## src/rtl/mips_bus_pkg.sv

```systemverilog
// mips_bus_pkg
// Shared types and constants for the CPU data-port bus bridge.
//   bridge_state_t   : bridge FSM states
//   WORD_W / BE_W    : data word and byte-enable widths
//   ERR_READDATA_DEF : value handed to the CPU on an aborted or rejected read
package mips_bus_pkg;

    localparam int WORD_W = 32;
    localparam int BE_W   = 4;

    localparam logic [WORD_W-1:0] ERR_READDATA_DEF = 32'hDEADBEEF;

    typedef enum logic [1:0] {
        IDLE = 2'd0,
        BUSY = 2'd1,
        DONE = 2'd2
    } bridge_state_t;

endpackage

```

## src/rtl/data_bus_bridge_if.sv

```systemverilog
// data_bus_bridge_if
// Avalon-style word bus with wait-request flow control.
// The same interface type is used on both sides of the bridge:
//   master : address, read, write, writedata, byteenable out; readdata, waitrequest in
//   slave  : the reverse
interface data_bus_bridge_if;
    import mips_bus_pkg::*;

    logic [WORD_W-1:0] address;
    logic              read;
    logic              write;
    logic [WORD_W-1:0] writedata;
    logic [BE_W-1:0]   byteenable;
    logic [WORD_W-1:0] readdata;
    logic              waitrequest;

    modport master (
        output address, read, write, writedata, byteenable,
        input  readdata, waitrequest
    );

    modport slave (
        input  address, read, write, writedata, byteenable,
        output readdata, waitrequest
    );
endinterface

```

## src/rtl/bus_timeout_counter.sv

```systemverilog
// bus_timeout_counter
// Counts wait-request cycles of the current bus transaction.
//   clk, reset : system clock, async active-high reset
//   i_clear    : synchronous clear (held while no transaction is in flight)
//   i_enable   : count one waited cycle
//   o_expired  : count has reached LIMIT-1; the count saturates there
module bus_timeout_counter #(
    parameter int LIMIT = 1023
) (
    input  logic clk,
    input  logic reset,
    input  logic i_clear,
    input  logic i_enable,
    output logic o_expired
);

    localparam int              CNT_W = $clog2(LIMIT + 1);
    localparam logic [CNT_W-1:0] LAST = CNT_W'(LIMIT - 1);

    logic [CNT_W-1:0] r_count;

    always_ff @(posedge clk or posedge reset) begin
        if (reset) begin
            r_count <= '0;
        end else if (i_clear) begin
            r_count <= '0;
        end else if (i_enable && !o_expired) begin
            r_count <= r_count + 1'b1;
        end
    end

    assign o_expired = (r_count == LAST);

endmodule

```

## src/rtl/data_bus_bridge.sv

```systemverilog
// data_bus_bridge
// Converts the CPU's combinational-read / single-cycle-write data port into
// registered Avalon-style transactions and stalls the CPU until each completes.
//   clk, reset       : system clock, async active-high reset
//   cpu (slave)      : CPU data port; cpu.waitrequest mirrors the stall
//   mem (master)     : registered bus toward the wait-stated data memory
//   cpu_clock_enable : CPU clock enable, low = stall
//   bus_error        : sticky flag for misaligned, conflicting or timed-out accesses
module data_bus_bridge
    import mips_bus_pkg::*;
#(
    parameter int                TIMEOUT_CYCLES = 1023,
    parameter logic [WORD_W-1:0] ERR_READDATA   = ERR_READDATA_DEF
) (
    input  logic               clk,
    input  logic               reset,
    data_bus_bridge_if.slave   cpu,
    data_bus_bridge_if.master  mem,
    output logic               cpu_clock_enable,
    output logic               bus_error
);

    bridge_state_t     r_state, w_nxt_state;
    logic [WORD_W-1:0] r_mem_address, w_nxt_mem_address;
    logic              r_mem_read, w_nxt_mem_read;
    logic              r_mem_write, w_nxt_mem_write;
    logic [WORD_W-1:0] r_mem_writedata, w_nxt_mem_writedata;
    logic [BE_W-1:0]   r_mem_byteenable, w_nxt_mem_byteenable;
    logic [WORD_W-1:0] r_cpu_readdata, w_nxt_cpu_readdata;
    logic              r_bus_error, w_nxt_bus_error;

    logic w_req;
    logic w_valid_req;
    logic w_expired;

    assign w_req       = cpu.read || cpu.write;
    assign w_valid_req = (cpu.address[1:0] == 2'b00) && (cpu.read != cpu.write);

    bus_timeout_counter #(
        .LIMIT (TIMEOUT_CYCLES)
    ) u_timeout (
        .clk       (clk),
        .reset     (reset),
        .i_clear   (r_state != BUSY),
        .i_enable  ((r_state == BUSY) && mem.waitrequest),
        .o_expired (w_expired)
    );

    always_ff @(posedge clk or posedge reset) begin
        if (reset) begin
            r_state          <= IDLE;
            r_mem_address    <= '0;
            r_mem_read       <= 1'b0;
            r_mem_write      <= 1'b0;
            r_mem_writedata  <= '0;
            r_mem_byteenable <= '0;
            r_cpu_readdata   <= '0;
            r_bus_error      <= 1'b0;
        end else begin
            r_state          <= w_nxt_state;
            r_mem_address    <= w_nxt_mem_address;
            r_mem_read       <= w_nxt_mem_read;
            r_mem_write      <= w_nxt_mem_write;
            r_mem_writedata  <= w_nxt_mem_writedata;
            r_mem_byteenable <= w_nxt_mem_byteenable;
            r_cpu_readdata   <= w_nxt_cpu_readdata;
            r_bus_error      <= w_nxt_bus_error;
        end
    end

    always_comb begin
        w_nxt_state          = r_state;
        w_nxt_mem_address    = r_mem_address;
        w_nxt_mem_read       = r_mem_read;
        w_nxt_mem_write      = r_mem_write;
        w_nxt_mem_writedata  = r_mem_writedata;
        w_nxt_mem_byteenable = r_mem_byteenable;
        w_nxt_cpu_readdata   = r_cpu_readdata;
        w_nxt_bus_error      = r_bus_error;

        case (r_state)
            IDLE: begin
                if (w_req) begin
                    if (w_valid_req) begin
                        w_nxt_mem_address    = cpu.address;
                        w_nxt_mem_writedata  = cpu.writedata;
                        // reads always fetch the full word
                        w_nxt_mem_byteenable = cpu.read ? {BE_W{1'b1}} : cpu.byteenable;
                        w_nxt_mem_read       = cpu.read;
                        w_nxt_mem_write      = cpu.write;
                        w_nxt_state          = BUSY;
                    end else begin
                        w_nxt_bus_error    = 1'b1;
                        w_nxt_cpu_readdata = ERR_READDATA;
                        w_nxt_state        = DONE;
                    end
                end
            end
            BUSY: begin
                if (!mem.waitrequest) begin
                    w_nxt_mem_read  = 1'b0;
                    w_nxt_mem_write = 1'b0;
                    if (r_mem_read) begin
                        w_nxt_cpu_readdata = mem.readdata;
                    end
                    w_nxt_state = DONE;
                end else if (w_expired) begin
                    w_nxt_mem_read     = 1'b0;
                    w_nxt_mem_write    = 1'b0;
                    w_nxt_bus_error    = 1'b1;
                    w_nxt_cpu_readdata = ERR_READDATA;
                    w_nxt_state        = DONE;
                end
            end
            DONE: begin
                // CPU retires on this edge; its request lines still show the old access
                w_nxt_state = IDLE;
            end
            default: begin
                w_nxt_state = IDLE;
            end
        endcase
    end

    assign cpu_clock_enable = !((r_state == IDLE) && w_req) && (r_state != BUSY);

    assign cpu.readdata    = r_cpu_readdata;
    assign cpu.waitrequest = !cpu_clock_enable;

    assign mem.address    = r_mem_address;
    assign mem.read       = r_mem_read;
    assign mem.write      = r_mem_write;
    assign mem.writedata  = r_mem_writedata;
    assign mem.byteenable = r_mem_byteenable;

    assign bus_error = r_bus_error;

endmodule

```

## src/flat_wrapper.sv

```systemverilog
// flat-port wrapper written by rule: the top's interface ports become plain ports
module data_bus_bridge_flat import mips_bus_pkg::*;
#(
    parameter int                TIMEOUT_CYCLES = 1023,
    parameter logic [WORD_W-1:0] ERR_READDATA   = ERR_READDATA_DEF
)
  (clk, reset, cpu_clock_enable, bus_error, cpu_address, cpu_read, cpu_write, cpu_writedata, cpu_byteenable, cpu_readdata, cpu_waitrequest, mem_address, mem_read, mem_write, mem_writedata, mem_byteenable, mem_readdata, mem_waitrequest);
  data_bus_bridge_if cpu_i ();
  data_bus_bridge_if mem_i ();
  input  logic clk;
  input  logic reset;
  output logic cpu_clock_enable;
  output logic bus_error;
  input wire logic [$bits(cpu_i.address)-1:0] cpu_address;
  input wire logic [$bits(cpu_i.read)-1:0] cpu_read;
  input wire logic [$bits(cpu_i.write)-1:0] cpu_write;
  input wire logic [$bits(cpu_i.writedata)-1:0] cpu_writedata;
  input wire logic [$bits(cpu_i.byteenable)-1:0] cpu_byteenable;
  output wire logic [$bits(cpu_i.readdata)-1:0] cpu_readdata;
  output wire logic [$bits(cpu_i.waitrequest)-1:0] cpu_waitrequest;
  output wire logic [$bits(mem_i.address)-1:0] mem_address;
  output wire logic [$bits(mem_i.read)-1:0] mem_read;
  output wire logic [$bits(mem_i.write)-1:0] mem_write;
  output wire logic [$bits(mem_i.writedata)-1:0] mem_writedata;
  output wire logic [$bits(mem_i.byteenable)-1:0] mem_byteenable;
  input wire logic [$bits(mem_i.readdata)-1:0] mem_readdata;
  input wire logic [$bits(mem_i.waitrequest)-1:0] mem_waitrequest;
  assign cpu_i.address = cpu_address;
  assign cpu_i.read = cpu_read;
  assign cpu_i.write = cpu_write;
  assign cpu_i.writedata = cpu_writedata;
  assign cpu_i.byteenable = cpu_byteenable;
  assign cpu_readdata = cpu_i.readdata;
  assign cpu_waitrequest = cpu_i.waitrequest;
  assign mem_address = mem_i.address;
  assign mem_read = mem_i.read;
  assign mem_write = mem_i.write;
  assign mem_writedata = mem_i.writedata;
  assign mem_byteenable = mem_i.byteenable;
  assign mem_i.readdata = mem_readdata;
  assign mem_i.waitrequest = mem_waitrequest;
  data_bus_bridge #(.TIMEOUT_CYCLES(TIMEOUT_CYCLES), .ERR_READDATA(ERR_READDATA)) u_core (.clk(clk), .reset(reset), .cpu(cpu_i), .mem(mem_i), .cpu_clock_enable(cpu_clock_enable), .bus_error(bus_error));
endmodule
```

## config.mk

```make
export PLATFORM = sky130hd
export DESIGN_NAME = data_bus_bridge_flat
export DESIGN_NICKNAME = d
export VERILOG_FILES = /design/src/rtl/mips_bus_pkg.sv /design/src/rtl/data_bus_bridge_if.sv /design/src/rtl/bus_timeout_counter.sv /design/src/rtl/data_bus_bridge.sv /design/src/flat_wrapper.sv
export SDC_FILE = /design/constraint.sdc
export NUM_CORES = 1
export LEC_CHECK = 0
export CAP_MARGIN = 0
export CORE_MARGIN = 1.5
export CORE_UTILIZATION = 45
export DETAILED_ROUTE_END_ITERATION = 16
export PLACE_DENSITY = 0.86
export SYNTH_ARGS = -nofsm -noshare
export SYNTH_HDL_FRONTEND = slang
export SYNTH_SLANG_ARGS = --single-unit
```

## constraint.sdc

```tcl
create_clock -name clk -period 9.2 [get_ports clk]
set_clock_uncertainty 0.05 [all_clocks]
set_input_delay 0.92 -clock clk [delete_from_list [all_inputs] [get_ports clk]]
set_output_delay 0.92 -clock clk [all_outputs]
set_load 0.05 [all_outputs]
```

==> impl_table.tex, run 1 <==
\begin{tabular}{lr}
\hline
Metric & Value \\
\hline
\multicolumn{2}{l}{\textbf{Yosys}} \\
XOR/XNOR Fraction of Synth Area & 0.003805 \\
Share of the synthesized area in compound gates (AO/OA/AOI/OAI) & 0.1063 \\
Post-synthesis share of cell area spent on full adders, half adders and majority gates & 0.008154 \\
Simple logic cell fraction of the synthesized area & 0.2077 \\
Synthesized net count & 547 \\
Total number of yosys warnings & 0 \\
Mux contribution to synthesized area & 0.002175 \\
Number of enable-type register cells in the synthesized netlist & 0 \\
Share of flip-flops with an asynchronous set or reset & 1.000 \\
Average footprint of a synthesized cell & 10.49 um2 \\
Most used flip-flop cell after synthesis & sky130\_fd\_sc\_hd\_\_dfrtp\_1 \\
Synthesized area & 4603 um2 \\
Number of register bits inferred by synthesis & 115 \\
Post-synth cell types & 43 \\
Dominant combinational cell family by area after synthesis & simple AND/OR/NAND/NOR gates \\
Share of synthesized area occupied by flip-flops and latches & 0.6252 \\
Instance count of the mapped netlist & 439 \\
\multicolumn{2}{l}{\textbf{Clock network}} \\
Clock network latency to the later pin of the worst-skew pair & 510 ps \\
Worst-path clk slew & 50 ps \\
Depth of the CTS H-tree & 4 \\
Number of clock buffers inserted by TritonCTS & 17 \\
CTS tree & yes \\
Number of gates resized after CTS & 0 \\
\# hold bufs at CTS & 0 \\
Buffer count from post-CTS setup fixing & 0 \\
Maximum count of clock buffers along a single path & 2 \\
Clock sink count & 115 \\
Root buf cell & sky130\_fd\_sc\_hd\_\_clkbuf\_8 \\
\multicolumn{2}{l}{\textbf{Timing}} \\
Number of slew-limit violations in the final report & 0 \\
Total of endpoints with negative setup slack in the final report & 0 \\
Post-layout minimum cycle time & 3975 ps \\
Share of the clock period used by the worst path after layout & 0.4320 \\
Setup tns final & 0 ps \\
Pin slew with the least headroom to its limit & 900.8 ps \\
Post-layout worst setup margin & 5225 ps \\
Max Clk Rate & 0.2516 GHz \\
Worst relative slew slack & 0.3977 \\
Unrepaired setup endpoints after global routing & no \\
Endpoints failing hold & 0 \\
\multicolumn{2}{l}{\textbf{Detailed routing}} \\
Wirelength per Cell & 15.63 um \\
Number of design rule violations left after detail routing & 0 \\
Initial detailed-routing violation count & 168 \\
Number of iterations in the first detailed-routing pass & 5 \\
Vias & 3971 \\
Antenna Violating Nets Remaining & 0 \\
Detailed-route vias per instance & 4.982 \\
Total length of routed wires & 12460 um \\
\multicolumn{2}{l}{\textbf{GRT}} \\
Maximum number of pins on one net before global-route repair & 61 \\
Via count of the first global-routing pass & 4080 \\
Total Routing Usage GR & 0.2422 \\
Wire length of the first global-routing pass & 20670 um \\
Antenna violations before repair & 0 \\
Total global routing overflow & 0 \\
\multicolumn{2}{l}{\textbf{Layout}} \\
Number of diodes & 0 \\
Post-route non-filler standard cell count & 797 \\
Area delta synth->final & 59.17\% \\
Layout cells sized above 1 & 0.06175 \\
Nets@finish & 759 \\
\multicolumn{2}{l}{\textbf{Run}} \\
Max-cap violation count & 0 \\
\multicolumn{2}{l}{\textbf{Critical path}} \\
RR Startpoint & u\_core.r\_state[1] \\
Startpoint of the worst setup timing path & cpu\_read \\
Standard cell with the maximum stage delay on the critical path & sky130\_fd\_sc\_hd\_\_clkdlybuf4s50\_1 \\
CP Data Required Time & 8230 ps \\
Category of the critical setup timing path & in2out \\
Top cell by count, worst path & sky130\_fd\_sc\_hd\_\_clkdlybuf4s50\_1 \\
Type of element launching the critical path & input pin \\
Worst path top cell family by delay & buffers and inverters \\
Number of logic stages on the critical path including buffering & 5 \\
Largest stage delay on the critical path & 860 ps \\
Bufs and invs on worst path & 3 \\
Critical path data arrival time & 3000 ps \\
Count of cells along the worst register-to-register path & 5 \\
Maximum fanout count along the critical path & 6 \\
Cell breakdown of the critical path & clkdlybuf4s50\_1 > inv\_1 > ha\_1 > a21oi\_1 > clkdlybuf4s50\_1 \\
Crit path capture type & output port \\
\multicolumn{2}{l}{\textbf{Floorplanning}} \\
Die width & 104.1 um \\
Boundary Pins & 210 \\
Standard cell core area & 9864 um2 \\
Vertical extent of the die & 104.1 um \\
Die footprint & 10850 um2 \\
Row count & 36 \\
Initial Utilization & 0.4666 \\
\multicolumn{2}{l}{\textbf{Min path}} \\
Hold crit path type & reg2reg \\
Hold Path Depth & 2 \\
Worst hold path startpoint & u\_core.mem.writedata[5] \\
\multicolumn{2}{l}{\textbf{Power and ir drop}} \\
Power density cells & 322.7 nW/um2 \\
Peak supply drop & 0.2155 mV \\
Reported leakage power & 3.272 nW \\
\multicolumn{2}{l}{\textbf{Placed design}} \\
Detailed Place HPWL & 8846 um \\
Final estimated routing congestion in global placement & 0.8269 \\
Cells after DPL & 765 \\
IO Port Bufs & 209 \\
Worst Setup Slack post-DPL & 5164 ps \\
\multicolumn{2}{l}{\textbf{Status}} \\
Run status & finished, final reports clean \\
\hline
\end{tabular}
[Yosys cell counts (4+ instances only)]
master	instances	area [um2]
sky130_fd_sc_hd__o21ai_0	9	45.04
sky130_fd_sc_hd__buf_6	10	112.6
sky130_fd_sc_hd__inv_1	7	26.28
sky130_fd_sc_hd__a22o_1	10	87.58
sky130_fd_sc_hd__and4_1	5	43.79
sky130_fd_sc_hd__nand2_1	195	732.0
sky130_fd_sc_hd__o22a_1	24	210.2
sky130_fd_sc_hd__dfrtp_1	115	2878
sky130_fd_sc_hd__nor2_1	10	37.54
sky130_fd_sc_hd__nand3_1	4	20.02
sky130_fd_sc_hd__a21oi_1	4	20.02
[final timing paths]
kind,to,slack [ps]
setup / recovery,cpu_waitrequest,5230
hold / removal,u_core.mem.writedata[5],420
setup reg to reg,u_core.mem.byteenable[3],6940
hold reg to reg,u_core.mem.writedata[5],420
max in group asynchronous,u_core.mem.address[9],7020
min in group asynchronous,u_core.cpu.readdata[15],820
[routing by layer]
metal  wire, um  up-vias  global-route usage
met5          0        -                   0
met3        827       17             0.07581
met2       6280      173              0.4096
met4        166        0             0.07937
met1       5182     1900              0.2950
li1           -     1881                   -
[placed cells by master, fill, tap and decap left out, drive strengths merged, types with 3 or more instances in the layout]
cell / n
nand2: 195
o21ai: 9
a22o: 10
a21oi: 6
buf: 4
clkdlybuf4s50: 209
inv: 7
o22a: 24
and4: 5
nand3: 4
dfrtp: 115
clkbuf: 21
bufinv: 5
nor2: 10
or3: 3
clkinv: 5
a31oi: 3
ha: 3
[worst reg2reg max path: stages, from the launching register on]
cell                       delay [ps]
sky130_fd_sc_hd__dfrtp_1          430
sky130_fd_sc_hd__nor2_1           200
sky130_fd_sc_hd__nand3b_1         640
sky130_fd_sc_hd__buf_4            550
sky130_fd_sc_hd__nand2_1          160
sky130_fd_sc_hd__o21ai_0           90
[layout make-up]
cell class	instances	area (um2)
Sequential cell	115	2878
Fill cell	648	2537
Timing Repair Buffer	213	2122
Multi-Input combinational cell	297	1510
Clock buffer	21	439.2
Clock inverter	11	182.7
Tap cell	133	166.4
Inverter	7	28.78
[metrics by stage]
stage	util	area [um2]	hold WS (ps)	power [mW]
floorplan	-	4603	447.8	1.317
global placement	0.6797	6705	407.6	1.661
detailed placement	0.6797	6705	413.6	1.683
CTS	0.7428	7327	428.4	2.383
global route	0.7428	7327	438.2	2.461
finish	0.7428	7327	423.7	2.365
[sequential cells by signal, indices dropped and copies added (netlist names)]
signal	count
u_core.mem.byteenable	4
u_core.cpu.readdata	32
u_core.u_timeout.r_count	10
u_core.bus_error	1
u_core.mem.writedata	32
u_core.mem.address	32
u_core.mem.read	1
u_core.r_state	2
u_core.mem.write	1
[report_power, final]
group	internal, mW	leakage (nW)	switching, mW
sequential	0.636	1.38	0.0764
combinational	0.312	1.59	0.650
clock	0.471	0.305	0.219
[cells by family after synthesis]
kind of cell | Yosys count
AO/OA/AOI/OAI | 61
multiplexers | 1
buffers and inverters | 27
AND/OR/NAND/NOR | 230
flip-flops | 115
adder cells (fa/ha/maj) | 3
XOR/XNOR | 2
(Power assumes the default switching activity.)
==> run 2, diff against run 1 <==
--- a/config.mk
+++ b/config.mk
@@ -7,9 +7,9 @@
 export LEC_CHECK = 0
 export CAP_MARGIN = 0
 export CORE_MARGIN = 1.5
-export CORE_UTILIZATION = 45
+export CORE_UTILIZATION = 37
 export DETAILED_ROUTE_END_ITERATION = 16
-export PLACE_DENSITY = 0.86
+export PLACE_DENSITY = 0.76
 export SYNTH_ARGS = -nofsm -noshare
 export SYNTH_HDL_FRONTEND = slang
 export SYNTH_SLANG_ARGS = --single-unit
==> constraint.sdc (replaced) <==
create_clock -name clk -period 3.4 [get_ports clk]
set_clock_uncertainty 0.05 [all_clocks]
set_input_delay 0.34 -clock clk [delete_from_list [all_inputs] [get_ports clk]]
set_output_delay 0.34 -clock clk [all_outputs]
set_load 0.05 [all_outputs]
==> impl_table.tex, run 2 (synthesis results as in run 1) <==
\begin{tabular}{lr}
\hline
Metric & Value \\
\hline
\multicolumn{2}{l}{\textbf{GRT}} \\
Total global routing overflow & 0 (unchanged) \\
Wire length of the first global-routing pass & 19420 um (-6.1\%) \\
Via count of the first global-routing pass & 4009 (-1.7\%) \\
Maximum number of pins on one net before global-route repair & 116 (+90\%) \\
Antenna violations before repair & 0 (unchanged) \\
Total Routing Usage GR & 0.1914 (-0.05077) \\
\multicolumn{2}{l}{\textbf{Timing}} \\
Worst relative slew slack & 0.4546 (+0.05690) \\
Worst hold-check slack & 406.1 ps (-17.58 ps) \\
Post-layout worst setup margin & 635.0 ps (-4590 ps) \\
Setup tns final & 0 ps (unchanged) \\
Max Clk Rate & 0.3617 GHz \\
Unrepaired setup endpoints after global routing & no \\
Share of the clock period used by the worst path after layout & 0.8132 \\
Number of slew-limit violations in the final report & 0 (unchanged) \\
Post-layout minimum cycle time & 2765 ps \\
Pin slew with the least headroom to its limit & 818.1 ps (-82.63 ps) \\
Endpoints failing hold & 0 (unchanged) \\
Total of endpoints with negative setup slack in the final report & 0 (unchanged) \\
\multicolumn{2}{l}{\textbf{Placed design}} \\
Detailed Place HPWL & 8745 um (-1.1\%) \\
Final estimated routing congestion in global placement & 0.7881 (-4.7\%) \\
Worst Setup Slack post-DPL & 643.1 ps (-4521 ps) \\
IO Port Bufs & 209 (unchanged) \\
Cell Area, Placed & 6770 um2 (+0.97\%) \\
\multicolumn{2}{l}{\textbf{Clock network}} \\
Maximum count of clock buffers along a single path & 2 (unchanged) \\
Worst-path clk slew & 50 ps (about the same) \\
Root buf cell & sky130\_fd\_sc\_hd\_\_clkbuf\_16 \\
\# hold bufs at CTS & 0 (unchanged) \\
Depth of the CTS H-tree & 4 (unchanged) \\
Number of clock buffers inserted by TritonCTS & 17 (unchanged) \\
Buffer count from post-CTS setup fixing & 0 (unchanged) \\
Number of gates resized after CTS & 0 (unchanged) \\
CTS tree & yes \\
Clock sink count & 115 (unchanged) \\
Clock network latency to the later pin of the worst-skew pair & 400 ps (-110 ps) \\
\multicolumn{2}{l}{\textbf{Critical path}} \\
Largest stage delay on the critical path & 860 ps (about the same) \\
Cell breakdown of the critical path & clkdlybuf4s50\_1 > inv\_1 > ha\_1 > a21oi\_1 > clkdlybuf4s50\_1 \\
Critical path data arrival time & 2380 ps (-620 ps) \\
Top cell by count, worst path & sky130\_fd\_sc\_hd\_\_clkdlybuf4s50\_1 \\
Type of element launching the critical path & input pin \\
Standard cell with the maximum stage delay on the critical path & sky130\_fd\_sc\_hd\_\_clkdlybuf4s50\_1 \\
Category of the critical setup timing path & in2out \\
Crit path capture type & output port \\
Maximum fanout count along the critical path & 6 (unchanged) \\
CP Data Required Time & 3010 ps (-5220 ps) \\
\multicolumn{2}{l}{\textbf{Floorplanning}} \\
Die width & 114.5 um (+10\%) \\
Standard cell core area & 12060 um2 (+22\%) \\
Initial Utilization & 0.3816 (-0.08500) \\
Die footprint & 13120 um2 (+21\%) \\
Row count & 40 (+11\%) \\
Boundary Pins & 210 (unchanged) \\
Vertical extent of the die & 114.5 um (+10\%) \\
\multicolumn{2}{l}{\textbf{Detailed routing}} \\
Antenna Violating Nets Remaining & 0 (unchanged) \\
Number of design rule violations left after detail routing & 0 (unchanged) \\
Total length of routed wires & 12090 um (-3.0\%) \\
Detailed-route vias per instance & 4.689 (-5.9\%) \\
Vias & 3901 (-1.8\%) \\
Number of iterations in the first detailed-routing pass & 4 (-1) \\
Wirelength per Cell & 14.53 um (-7.1\%) \\
Initial detailed-routing violation count & 204 (+21\%) \\
\multicolumn{2}{l}{\textbf{Power and ir drop}} \\
Reported leakage power & 3.245 nW (-0.83\%) \\
Peak supply drop & 0.3988 mV (+85\%) \\
Power density cells & 839.4 nW/um2 (+160\%) \\
\multicolumn{2}{l}{\textbf{Run}} \\
Max-cap violation count & 0 (unchanged) \\
\multicolumn{2}{l}{\textbf{Layout}} \\
Post-route cell area & 7320 um2 (-0.10\%) \\
Number of inserted filler cells in the final layout & 977 (+51\%) \\
Nets@finish & 760 (+0.13\%) \\
Number of diodes & 0 (unchanged) \\
Most frequent cells in the layout & sky130\_fd\_sc\_hd\_\_clkdlybuf4s50\_1, sky130\_fd\_sc\_hd\_\_nand2\_1, sky130\_fd\_sc\_hd\_\_dfrtp\_1, sky130\_fd\_sc\_hd\_\_o22a\_1, sky130\_fd\_sc\_hd\_\_clkbuf\_16 \\
Leading cell type in the layout, fill and taps excluded & sky130\_fd\_sc\_hd\_\_clkdlybuf4s50\_1 \\
Area delta synth->final & 59.01\% \\
Layout cells sized above 1 & 0.05873 (-0.003012) \\
\multicolumn{2}{l}{\textbf{Min path}} \\
Hold crit path type & in2async \\
\multicolumn{2}{l}{\textbf{Status}} \\
Run status & finished, final reports clean \\
\hline
\end{tabular}
[run 2: where the power goes]
| group | switching, mW | internal [mW] | leakage [nW] | total [mW] |
|---|---|---|---|---|
| sequential | 0.198 | 1.72 | 1.38 | 1.92 |
| clock | 0.563 | 1.07 | 0.274 | 1.63 |
| combinational | 1.74 | 0.847 | 1.59 | 2.59 |
| total | 2.50 | 3.64 | 3.25 | 6.14 |
[run 2: path summary, 6_finish.rpt]
path                                              from                        to  slack [ps]  depth (start not counted)
hold reg to reg               u_core.mem.writedata[23]  u_core.mem.writedata[23]         420                          2
setup / recovery                              cpu_read           cpu_waitrequest         630                          5
max in group asynchronous                        reset    u_core.mem.address[25]        2410                          3
min in group clk                     cpu_writedata[12]  u_core.mem.writedata[12]         410                          3
setup reg to reg           u_core.u_timeout.r_count[0]    u_core.cpu.readdata[1]        1320                          6
hold / removal                                   reset    u_core.mem.address[31]         410                          3
[run 2: stage by stage]
step                        util  instances  power [mW]
after global placement    0.5613        801       4.498
after CTS                 0.6068        832       6.211
after detailed placement  0.5613        801       4.549
final                     0.6068        832       6.144
after global routing      0.6068        832       6.424
after floorplan                -        439       3.565
[run 2: worst max-delay path: cells and delay by family]
family | cells | cell delay (ps)
buffers and inverters | 3 | 1510
AO/OA/AOI/OAI | 1 | 290
adder cells (fa/ha/maj) | 1 | 230
[run 2: layer usage]
layer  global-route usage  vias to the layer above  share of wire
li1                     -                     1879              -
met1               0.2242                     1844           0.41
met2               0.3194                      159           0.49
met3              0.06564                       19          0.082
met4              0.08333                        0          0.019
met5                    0                        -              0
[run 2: layout make-up]
type / instances / area (um2) / area share
flip-flops and latches: 115 / 2878 / 0.3932
clock inverters: 5 / 50.05 / 0.006838
clock buffers: 26 / 499.2 / 0.06821
multi-input cells: 297 / 1510 / 0.2063
repair buffers: 214 / 2142 / 0.2926
inverters: 7 / 30.03 / 0.004103
well taps: 168 / 210.2 / 0.02872
